$ cat src/rtl/dcache_req_arb_pkg.sv
// +--------------------------------------------------------------------------+
// | dcache_req_arb_pkg: shared widths, FSM states, owner and tbus op codes    |
// | Revision: 1.0                                                            |
// +--------------------------------------------------------------------------+
`default_nettype none

package dcache_req_arb_pkg;
  localparam int RESULT_W      = 64;
  localparam int SRC_W         = 64;
  localparam int MASK_W        = 64;
  localparam int TBUS_OPTYPE_W = 2;
  localparam int ROB_SIZE_LOG  = 6;

  typedef enum logic [1:0] {
    ST_IDLE = 2'd0,
    ST_REQ  = 2'd1,
    ST_WAIT = 2'd2
  } arb_state_e;

  typedef enum logic {
    OWN_LD = 1'b0,
    OWN_ST = 1'b1
  } owner_e;

  localparam logic [TBUS_OPTYPE_W-1:0] TBUS_READ  = 2'd0;
  localparam logic [TBUS_OPTYPE_W-1:0] TBUS_WRITE = 2'd1;
endpackage

`default_nettype wire

$ cat src/rtl/dcache_req_arb_rob_age_cmp.sv
// +--------------------------------------------------------------------------+
// | rob_age_cmp: flags a request younger than an active flush point           |
// | Revision: 1.0                                                            |
// +--------------------------------------------------------------------------+
`default_nettype none

module rob_age_cmp #(
  parameter int IDX_W = 6
) (
  input  logic             flush_valid,
  input  logic             flush_flag,
  input  logic [IDX_W-1:0] flush_idx,
  input  logic             req_flag,
  input  logic [IDX_W-1:0] req_idx,
  output logic             kill
);
  // Differing wrap flags invert the plain index ordering.
  assign kill = flush_valid & ((flush_flag ^ req_flag) ^ (flush_idx < req_idx));
endmodule

`default_nettype wire

$ cat src/rtl/dcache_req_arb.sv
// +--------------------------------------------------------------------------+
// | dcache_req_arb: arbitrates load and store ports onto one trinity bus      |
// | Revision: 1.0                                                            |
// +--------------------------------------------------------------------------+
`default_nettype none

module dcache_req_arb
  import dcache_req_arb_pkg::*;
(
  input  logic                     clock,
  input  logic                     reset,
  input  logic                     ld_index_valid,
  output logic                     ld_index_ready,
  input  logic [RESULT_W-1:0]      ld_index,
  input  logic [SRC_W-1:0]         ld_write_data,
  input  logic [MASK_W-1:0]        ld_write_mask,
  input  logic [TBUS_OPTYPE_W-1:0] ld_operation_type,
  output logic [RESULT_W-1:0]      ld_read_data,
  output logic                     ld_operation_done,
  input  logic                     st_index_valid,
  output logic                     st_index_ready,
  input  logic [RESULT_W-1:0]      st_index,
  input  logic [SRC_W-1:0]         st_write_data,
  input  logic [MASK_W-1:0]        st_write_mask,
  input  logic [TBUS_OPTYPE_W-1:0] st_operation_type,
  output logic [RESULT_W-1:0]      st_read_data,
  output logic                     st_operation_done,
  input  logic                     st_urgent,
  input  logic                     flush_valid,
  input  logic                     flush_robidx_flag,
  input  logic [ROB_SIZE_LOG-1:0]  flush_robidx,
  input  logic                     ld_robidx_flag,
  input  logic [ROB_SIZE_LOG-1:0]  ld_robidx,
  output logic                     tbus_index_valid,
  input  logic                     tbus_index_ready,
  output logic [RESULT_W-1:0]      tbus_index,
  output logic [SRC_W-1:0]         tbus_write_data,
  output logic [MASK_W-1:0]        tbus_write_mask,
  output logic [TBUS_OPTYPE_W-1:0] tbus_operation_type,
  input  logic [RESULT_W-1:0]      tbus_read_data,
  input  logic                     tbus_operation_done
);
  arb_state_e                 state_q, state_d;
  owner_e                     last_grant_q, last_grant_d;
  owner_e                     owner_q, owner_d;
  logic                       killed_q, killed_d;
  logic [RESULT_W-1:0]        index_q, index_d;
  logic [SRC_W-1:0]           wdata_q, wdata_d;
  logic [MASK_W-1:0]          wmask_q, wmask_d;
  logic [TBUS_OPTYPE_W-1:0]   optype_q, optype_d;
  logic                       rob_flag_q, rob_flag_d;
  logic [ROB_SIZE_LOG-1:0]    rob_idx_q, rob_idx_d;

  logic ld_kill_in, ld_kill_cap, cap_kill;
  logic grant_ld, grant_st, done_live, resp_ld, resp_st;

  rob_age_cmp #(.IDX_W(ROB_SIZE_LOG)) u_kill_in (
    .flush_valid (flush_valid),
    .flush_flag  (flush_robidx_flag),
    .flush_idx   (flush_robidx),
    .req_flag    (ld_robidx_flag),
    .req_idx     (ld_robidx),
    .kill        (ld_kill_in)
  );

  rob_age_cmp #(.IDX_W(ROB_SIZE_LOG)) u_kill_cap (
    .flush_valid (flush_valid),
    .flush_flag  (flush_robidx_flag),
    .flush_idx   (flush_robidx),
    .req_flag    (rob_flag_q),
    .req_idx     (rob_idx_q),
    .kill        (ld_kill_cap)
  );

  assign cap_kill  = (owner_q == OWN_LD) & ld_kill_cap;
  // Done only counts once the request has actually been accepted by the bus.
  assign done_live = tbus_operation_done &
                     (((state_q == ST_REQ) & tbus_index_ready) | (state_q == ST_WAIT));

  always_comb begin
    grant_ld = 1'b0;
    grant_st = 1'b0;
    if (!reset && state_q == ST_IDLE) begin
      if (st_index_valid && st_urgent) begin
        grant_st = 1'b1;
      end else if (st_index_valid && ld_index_valid && !ld_kill_in) begin
        grant_ld = (last_grant_q == OWN_ST);
        grant_st = (last_grant_q == OWN_LD);
      end else if (ld_index_valid && !ld_kill_in) begin
        grant_ld = 1'b1;
      end else if (st_index_valid) begin
        grant_st = 1'b1;
      end
    end
  end

  always_comb begin
    state_d      = state_q;
    last_grant_d = last_grant_q;
    owner_d      = owner_q;
    killed_d     = killed_q;
    index_d      = index_q;
    wdata_d      = wdata_q;
    wmask_d      = wmask_q;
    optype_d     = optype_q;
    rob_flag_d   = rob_flag_q;
    rob_idx_d    = rob_idx_q;
    case (state_q)
      ST_IDLE: begin
        if (grant_ld) begin
          state_d    = ST_REQ;
          owner_d    = OWN_LD;
          killed_d   = 1'b0;
          index_d    = ld_index;
          wdata_d    = ld_write_data;
          wmask_d    = ld_write_mask;
          optype_d   = ld_operation_type;
          rob_flag_d = ld_robidx_flag;
          rob_idx_d  = ld_robidx;
        end else if (grant_st) begin
          state_d    = ST_REQ;
          owner_d    = OWN_ST;
          killed_d   = 1'b0;
          index_d    = st_index;
          wdata_d    = st_write_data;
          wmask_d    = st_write_mask;
          optype_d   = st_operation_type;
        end
      end
      ST_REQ: begin
        if (tbus_index_ready) begin
          if (tbus_operation_done) begin
            state_d      = ST_IDLE;
            last_grant_d = owner_q;
            killed_d     = 1'b0;
          end else begin
            state_d  = ST_WAIT;
            killed_d = cap_kill;
          end
        end else if (cap_kill) begin
          state_d = ST_IDLE;
        end
      end
      ST_WAIT: begin
        if (tbus_operation_done) begin
          state_d      = ST_IDLE;
          last_grant_d = owner_q;
          killed_d     = 1'b0;
        end else begin
          killed_d = killed_q | cap_kill;
        end
      end
      default: state_d = ST_IDLE;
    endcase
  end

  always_ff @(posedge clock) begin
    if (reset) begin
      state_q      <= ST_IDLE;
      last_grant_q <= OWN_ST;
      owner_q      <= OWN_LD;
      killed_q     <= 1'b0;
      index_q      <= '0;
      wdata_q      <= '0;
      wmask_q      <= '0;
      optype_q     <= '0;
      rob_flag_q   <= 1'b0;
      rob_idx_q    <= '0;
    end else begin
      state_q      <= state_d;
      last_grant_q <= last_grant_d;
      owner_q      <= owner_d;
      killed_q     <= killed_d;
      index_q      <= index_d;
      wdata_q      <= wdata_d;
      wmask_q      <= wmask_d;
      optype_q     <= optype_d;
      rob_flag_q   <= rob_flag_d;
      rob_idx_q    <= rob_idx_d;
    end
  end

  assign ld_index_ready = grant_ld;
  assign st_index_ready = grant_st;

  assign tbus_index_valid    = !reset && (state_q == ST_REQ);
  assign tbus_index          = reset ? '0 : index_q;
  assign tbus_write_data     = reset ? '0 : wdata_q;
  assign tbus_write_mask     = reset ? '0 : wmask_q;
  assign tbus_operation_type = reset ? '0 : optype_q;

  assign resp_ld = !reset && (state_q != ST_IDLE) && (owner_q == OWN_LD);
  assign resp_st = !reset && (state_q != ST_IDLE) && (owner_q == OWN_ST);

  assign ld_operation_done = resp_ld & done_live & !killed_q & !cap_kill;
  assign st_operation_done = resp_st & done_live;
  assign ld_read_data      = resp_ld ? tbus_read_data : '0;
  assign st_read_data      = resp_st ? tbus_read_data : '0;
endmodule

`default_nettype wire

$ cat config.mk
export PLATFORM = sky130hd
export DESIGN_NAME = dcache_req_arb
export DESIGN_NICKNAME = d
export VERILOG_FILES = /design/src/rtl/dcache_req_arb_pkg.sv /design/src/rtl/dcache_req_arb_rob_age_cmp.sv /design/src/rtl/dcache_req_arb.sv
export SDC_FILE = /design/constraint.sdc
export NUM_CORES = 1
export LEC_CHECK = 0
export CAP_MARGIN = 20
export CORE_AREA = 2 2 313 315
export CTS_CLUSTER_SIZE = 10
export DETAILED_ROUTE_END_ITERATION = 16
export DIE_AREA = 0 0 315 317
export GPL_TIMING_DRIVEN = 0
export PLACE_DENSITY = 0.41
export SYNTH_ARGS = -nofsm -noshare
export SYNTH_HDL_FRONTEND = slang
export SYNTH_SLANG_ARGS = --single-unit
export TNS_END_PERCENT = 50
$ cat constraint.sdc
create_clock -name clock -period 4.5 [get_ports clock]
set_input_delay 1.35 -clock clock [delete_from_list [all_inputs] [get_ports clock]]
set_output_delay 1.35 -clock clock [all_outputs]
set_load 0.01 [all_outputs]
==> results of run 1 <==
[worst max-delay path by stage]
| stage | start | end | slack (ns) |
|---|---|---|---|
| 5_1_grt | reset | ld_read_data[38] | -0.04 |
| 2_1_floorplan | ld_robidx[3] | ld_index_ready | 0.02 |
| 3_5_place_dp | ld_robidx[4] | ld_index_ready | -1.60 |
| 6_report | flush_robidx[5] | ld_index_ready | 0.06 |
| 4_1_cts | ld_robidx[3] | st_index_ready | -0.14 |
| 3_3_place_gp | ld_robidx[3] | ld_index_ready | -1.59 |
[logic make-up (layout without fill, tap and decap cells)]
family | after synthesis | count (layout) | synth area share [%]
simple gates | 569 | 569 | 24.8
compound gates | 234 | 234 | 16.6
flops | 206 | 206 | 33.6
mux | 196 | 196 | 16.0
buf+inv | 140 | 1001 | 7.35
fa+ha+maj | 14 | 14 | 1.43
xor+xnor | 3 | 3 | 0.214
other cells | 0 | 9 | 0
[metal layers]
layer / vias to the layer above / wire (um)
li1: 6404 / -
met1: 6264 / 31400
met2: 516 / 40000
met3: 97 / 3900
met4: 0 / 2000
met5: - / 0
[through the flow]
step / area [um2] / setup TNS (ns) / util (%) / setup slack, ns
after global routing: 23100 / -0.206 / 24.0 / -0.0374
final: 23200 / 0 / 24.0 / 0.0637
after floorplan: 12300 / 0 / - / 0.0162
after CTS: 23000 / -0.166 / 23.9 / -0.139
after global placement: 21900 / -317.82 / 22.7 / -1.59
after detailed placement: 21900 / -298.59 / 22.7 / -1.60
[flip-flops by register name, summed over array words and instances, names as in the netlist]
signal,count
wdata_q,64
wmask_q,64
state_q,2
last_grant_q,1
rob_flag_q,1
owner_q,1
index_q,64
optype_q,2
killed_q,1
rob_idx_q,6
[placed cells by master (no fill, tap or decap), drive strengths merged, types with 2 or more instances in the layout]
master | netlist | layout
a2111o | 2 | 2
a211oi | 198 | 198
a21o | 2 | 2
a21oi | 7 | 7
and2 | 129 | 129
buf | 42 | 64
bufinv | 0 | 4
clkbuf | 83 | 126
clkdlybuf4s50 | 0 | 774
clkinv | 0 | 2
dfxtp | 206 | 206
diode | 0 | 9
dlygate4sd2 | 0 | 10
dlymetal6s2s | 0 | 5
ha | 14 | 14
inv | 15 | 15
mux2i | 196 | 196
nand2 | 12 | 12
nand2b | 10 | 10
nand3 | 5 | 5
nor2 | 203 | 203
nor2b | 198 | 198
nor3 | 5 | 5
o2111a | 2 | 2
o211ai | 2 | 2
o21ai | 11 | 11
o31ai | 5 | 5
xnor2 | 2 | 2
[cell type report]
| type | instances | area (um2) | area share, % |
|---|---|---|---|
| Antenna cell | 9 | 22.5 | 0.0973 |
| Buffer | 123 | 890 | 3.84 |
| Clock buffer | 43 | 858 | 3.71 |
| Clock inverter | 6 | 130 | 0.562 |
| Inverter | 15 | 56.3 | 0.243 |
| Multi-Input combinational cell | 1016 | 7370 | 31.8 |
| Sequential cell | 206 | 4120 | 17.8 |
| Tap cell | 1276 | 1600 | 6.90 |
| Timing Repair Buffer | 814 | 8110 | 35.0 |
[worst reg2reg max path, cell delays in order (launching register included)]
cell      delay, ns
dfxtp_1        0.33
inv_1          0.11
ha_1           0.35
inv_1          0.16
nor2_1         0.17
nand2_1        0.11
nor4_4         0.41
buf_12         0.17
buf_4          0.41
buf_12         0.25
mux2i_1        0.86
a211oi_1       0.19
[where the power goes]
group | internal (uW) | switching [uW] | total, uW
combinational | 1130 | 1060 | 2190
sequential | 2050 | 102 | 2150
clock | 1520 | 882 | 2410
[repair_timing]
action / 4_1_cts / 5_1_grt
hold buffers: 0 / 0
resized for setup: 79 / 34
pin swaps: 9 / 10
setup buffers: 8 / 4
cloned: 0 / 0
setup endpoints to repair: 320 / 58
==> impl_metrics.tcl, run 1 <==
set metrics [dict create \
    grt_max_degree 19 \
    max_freq_ghz 0.225 \
    cp_common_cell "buf_12" \
    synth.top_cell.area_share_pct 33.6 \
    reg2reg_from "state_q[1]" \
    antenna_found_initial 21 \
    cp.required_ns 3.15 \
    cp-end-kind "primary output" \
    reg2reg_depth 11 \
    hold_violations 0 \
    max_slew_margin_pct 30.1 \
    grt.total_usage_pct 14.7 \
    worst_hold_slack_ns 0.469 \
    place_hpwl_mm 65.8 \
    finClkSkew_ns 0.00962 \
    hold_path_end "rob_idx_q[0]" \
    yosysMostFrequentCell "dfxtp_1" \
    ant_nets 0 \
    min_path_cells 2 \
    core_um2 96300 \
    synth_area_leaders "dfxtp_1, mux2i_1, nor2b_1" \
    path_buf_inv 4 \
    cp_slowest_cell "o2111a_2" \
    die_x_um 315 \
    clk_latency_ns 0.57 \
    finalSetupViolCount 0 \
    slew_violations 0 \
    cts_sinks 206 \
    place.gp.congestion 0.879 \
    drive_above_1_share_pct 9.63 \
    routed_via_density 3.79 \
    slowest_delay_ns 0.34 \
    drc 0 \
    nets 2692 \
    cts_buffer_depth 3 \
    ctsHtreeMaxLevel 1 \
    ys_warn_count 0 \
    worstSetupStartpointType "input port" \
    pin_count 801 \
    post-place-cells 3438 \
    ys_top_cells_by_count "dfxtp_1, nor2_1, nor2b_1" \
    use_met2_pct 27.7 \
    syn_nets 1850 \
    crit_cells 8 \
    cts_tree "yes" \
    grt_util_met3_pct 2.18 \
    io_buffers 799 \
    async_flop_share_pct 0 \
    grt_most_used_layer "met2" \
    hold_path_class "flop to flop" \
    period_share_pct 98.6 \
    synth_top_cell_by_area "dfxtp_1" \
    synthesis.area_um2 12300 \
    ys_ff_latch 206 \
    routed_wl_mm 77.3 \
    start_util_pct 12.7 \
    grt_pass1_vias 13900 \
    outcome "completed" \
    fillers 10400 \
    post_drt_wl_per_cell_um 22.0 \
    cap_violations 0 \
    grt_pass1_wl_mm 105 \
    power_uw 6740 \
    synth_edf_count 0 \
    power_density_nw_per_um2 291 \
    grt_overflow 0 \
    rows 114 \
    r2r_end "wdata_q[31]" \
    period_needed_ns 4.44 \
    tightest_slew_ns 1.02 \
    crit_type "input port to primary output" \
    fp.dieArea_um2 99900 \
    clkTransAtPathRegs_ns 0.05 \
    die_y_um 317 \
    power.leakage_uw 0.00807 \
    drt_iter0_drc 350 \
    dr.pass1.iters 4 \
    routed-via-count 13300 \
    area_delta_synth_final_pct 88.8 \
    vdd_ir_drop_max_uv 244 \
    rsz0062_at_grt "yes" \
    worstPathArrival_ns 3.09 \
    synthFlopType "dfxtp_1" \
    crit_fanout 4 \
    yosysUniqueCellTypes 45 \
    cp_top_family "buffers and inverters" \
    met1_usage_pct 17.2 \
    seq_area_frac_synth_pct 33.6 \
    worstPathCellList "dlygate4sd2_1 -> ha_4 -> a41oi_4 -> o2111a_2 -> nor4_4 -> buf_12 -> buf_12 -> buf_6" \
    final_cell_count_no_fill 3508 \
    synth_area_per_cell_um2 9.00 \
    cts_buffers 28 \
    rrSetupSlack_ns 0.83 \
    syn_inst 1362 \
    min_from "rob_idx_q[0]" \
    clockRootBuffer "clkbuf_16" \
]
No activity file was read; power rests on OpenSTA's default activity.
==> run 2: changes to the inputs <==
SLEW_MARGIN = 10   (was not set)
clock period = 3.9 ns   (was 4.5 ns; I/O delays follow)
==> run 2 against run 1 <==
Against the previous run: the flow now finishes with violations (setup timing); sequential share of layout area shrank 0.26 points; register-to-register slack got worse by 0.19 ns; hold slack lost 0.0050 ns; clock skew rose by 0.0069 ns; utilization rose by 0.36 points; final area is 1.5% higher; final cell count increased by 0.11%; global-route usage down 0.45 points; critical path type unchanged; largest cell class unchanged.
==> impl_metrics.tcl, run 2 (synthesized netlist as in run 1, its figures left out) <==
set metrics [dict create \
    vdd_ir_drop_max_uv 331 \
    finClkSkew_ns 0.0165 \
    drt_iter0_drc 443 \
    violations "setup timing" \
    stdcell_area_um2 23500 \
    crit_fanout 2 \
    post_drt_wl_per_cell_um 21.5 \
    area_delta_synth_final_pct 91.7 \
    fp.dieArea_um2 99900 \
    place_hpwl_mm 63.7 \
    cap_violations 0 \
    start_util_pct 12.7 \
    grt_pass1_wl_mm 102 \
    power_uw 7960 \
    worstPathCellList "clkdlybuf4s15_1 -> ha_4 -> a211oi_4 -> o2111a_2 -> buf_12 -> nor4_4 -> clkbuf_16 -> buf_12 -> buf_6" \
    p_int_uw 5510 \
    worstPathArrival_ns 2.90 \
    clkTransAtPathRegs_ns 0.06 \
    rows 114 \
    power_density_nw_per_um2 339 \
    post-place-cells 3440 \
    cts_buffer_depth 3 \
    reg2reg_from "state_q[0]" \
    final_cell_count_no_fill 3512 \
    routed-via-count 13200 \
    cts_buffers 29 \
    setup_ws_ns -0.173 \
    io_buffers 799 \
    grt_most_used_layer "met2" \
    hold_path_class "flop to flop" \
    ctsHtreeMaxLevel 1 \
    cp-end-kind "primary output" \
    p_sw_uw 2450 \
    crit_path_end "ld_index_ready" \
    die_x_um 315 \
    rsz0062_at_grt "yes" \
    drc 0 \
    crit_type "input port to primary output" \
    cp_slowest_cell "nor4_4" \
    rrSetupSlack_ns 0.64 \
    pwr-share-seq_pct 31.2 \
    share_comb_of_total_power_pct 32.3 \
    worstSetupStartpointType "input port" \
    layout_commonest_cell "clkdlybuf4s50_1" \
    slew_violations 0 \
    nets 2701 \
    min_from "rob_idx_q[0]" \
    use_met2_pct 27.2 \
    tightest_slew_ns 0.886 \
    p_clk_share_pct 36.5 \
    period_needed_ns 4.07 \
    clockRootBuffer "clkbuf_16" \
    power.leakage_uw 0.00882 \
    grt.total_usage_pct 14.2 \
    drive_above_1_share_pct 11.4 \
    place_area_um2 22000 \
    max_freq_ghz 0.246 \
    place.gp.congestion 0.836 \
    routed_wl_mm 75.4 \
    outcome "complete, but fails checks" \
    cts_sinks 206 \
    hold_violations 0 \
    grt_pass1_vias 14100 \
    max_slew_margin_pct 40.9 \
    r2r_end "wdata_q[33]" \
    grt_overflow 0 \
    die_y_um 317 \
    routed_via_density 3.77 \
    startpoint "flush_robidx[1]" \
    grt_max_degree 19 \
    met1_usage_pct 16.1 \
    antenna_found_initial 14 \
    ant_nets 0 \
    layout_common_cells "clkdlybuf4s50_1, dfxtp_1, nor2_1, mux2i_1, nor2b_1" \
    cts_tree "yes" \
    period_share_pct 104 \
    core_um2 96300 \
    cp.required_ns 2.73 \
    cp_common_cell "buf_12" \
    dr.pass1.iters 7 \
    slowest_delay_ns 0.32 \
    pin_count 801 \
    finalSetupViolCount 2 \
    largest_registers "index_q: 64 flops, wdata_q: 64 flops, wmask_q: 64 flops" \
    clk_latency_ns 0.59 \
    grt_util_met3_pct 3.26 \
    reg2reg_depth 11 \
    switching_share_pct 30.8 \
]
run 2: cell count changes in the layout (fill, tap and decap cells not counted), moves of 5 or more:
| cell | before | now |
|---|---|---|
| diode_2 | 9 | 2 |
| nor2b_1 | 198 | 193 |
| buf_4 | 13 | 22 |
| clkdlybuf4s50_1 | 774 | 730 |
| nor2b_2 | 0 | 5 |
| clkbuf_2 | 23 | 18 |
| dlygate4sd2_1 | 10 | 18 |
| clkbuf_1 | 62 | 55 |
| dlymetal6s2s_1 | 5 | 36 |
| buf_2 | 22 | 29 |
run 2: how the worst min path moves through the flow:
stage                        end  slack [ns]  cells after the start
global route        rob_idx_q[2]        0.50                      2
floorplan           rob_idx_q[0]        0.44                      2
global placement    rob_idx_q[0]        0.46                      2
finish              rob_idx_q[0]        0.46                      2
detailed placement  rob_idx_q[0]        0.46                      2
CTS                 rob_idx_q[0]        0.47                      2
run 2: power by group through the flow:
| stage | Combinational [uW] | Clock, uW | Sequential, uW |
|---|---|---|---|
| floorplan | 1200 | 0 | 2480 |
| global placement | 2530 | 0 | 2510 |
| detailed placement | 2550 | 0 | 2520 |
| CTS | 2600 | 3020 | 2480 |
| global route | 2780 | 3090 | 2510 |
| finish | 2570 | 2900 | 2480 |
run 2: per-layer routing:
metal,vias up,part of all wire (%)
met2,463,53
met1,6291,39
met5,-,0.088
met3,73,5.9
met4,10,1.8
li1,6402,-
run 2: what timing repair did:
| action | 4_1_cts | 5_1_grt |
|---|---|---|
| setup buffers | 12 | 7 |
| gates cloned | 1 | 0 |
| pin swaps | 12 | 14 |
| endpoints found under the setup margin | 483 | 146 |
| resized for setup | 148 | 81 |
| hold buffers | 0 | 0 |
| hold endpoints to repair | 0 | 0 |
run 2: critical path: cells and delay by family:
kind,cells,cell delay (ns)
buffers and inverters,5,0.74
AOI/OAI and AO/OA,2,0.34
and+or+nand+nor,1,0.32
adders and majority gates,1,0.31
run 2: cell type report:
type,instances,area [um2]
fillers,10400,72800
repair buffers,822,8250
multi-input cells,1016,7480
flip-flops and latches,206,4130
well taps,1276,1600
plain buffers,123,955
clock buffers,43,838
clock inverters,9,191
inverters,15,68.8
diodes,2,5.00
run 2: stage by stage:
stage          setup slack, ns  util (%)  setup TNS, ns  hold slack, ns
6_report                -0.173      24.4         -0.317           0.464
5_1_grt                 -0.243      24.4         -0.677           0.496
4_1_cts                 -0.246      24.2         -11.92           0.466
3_5_place_dp             -1.61      22.8        -401.01           0.456
3_3_place_gp             -1.59      22.8        -397.27           0.459
2_1_floorplan          -0.0525         -        -0.0525           0.438
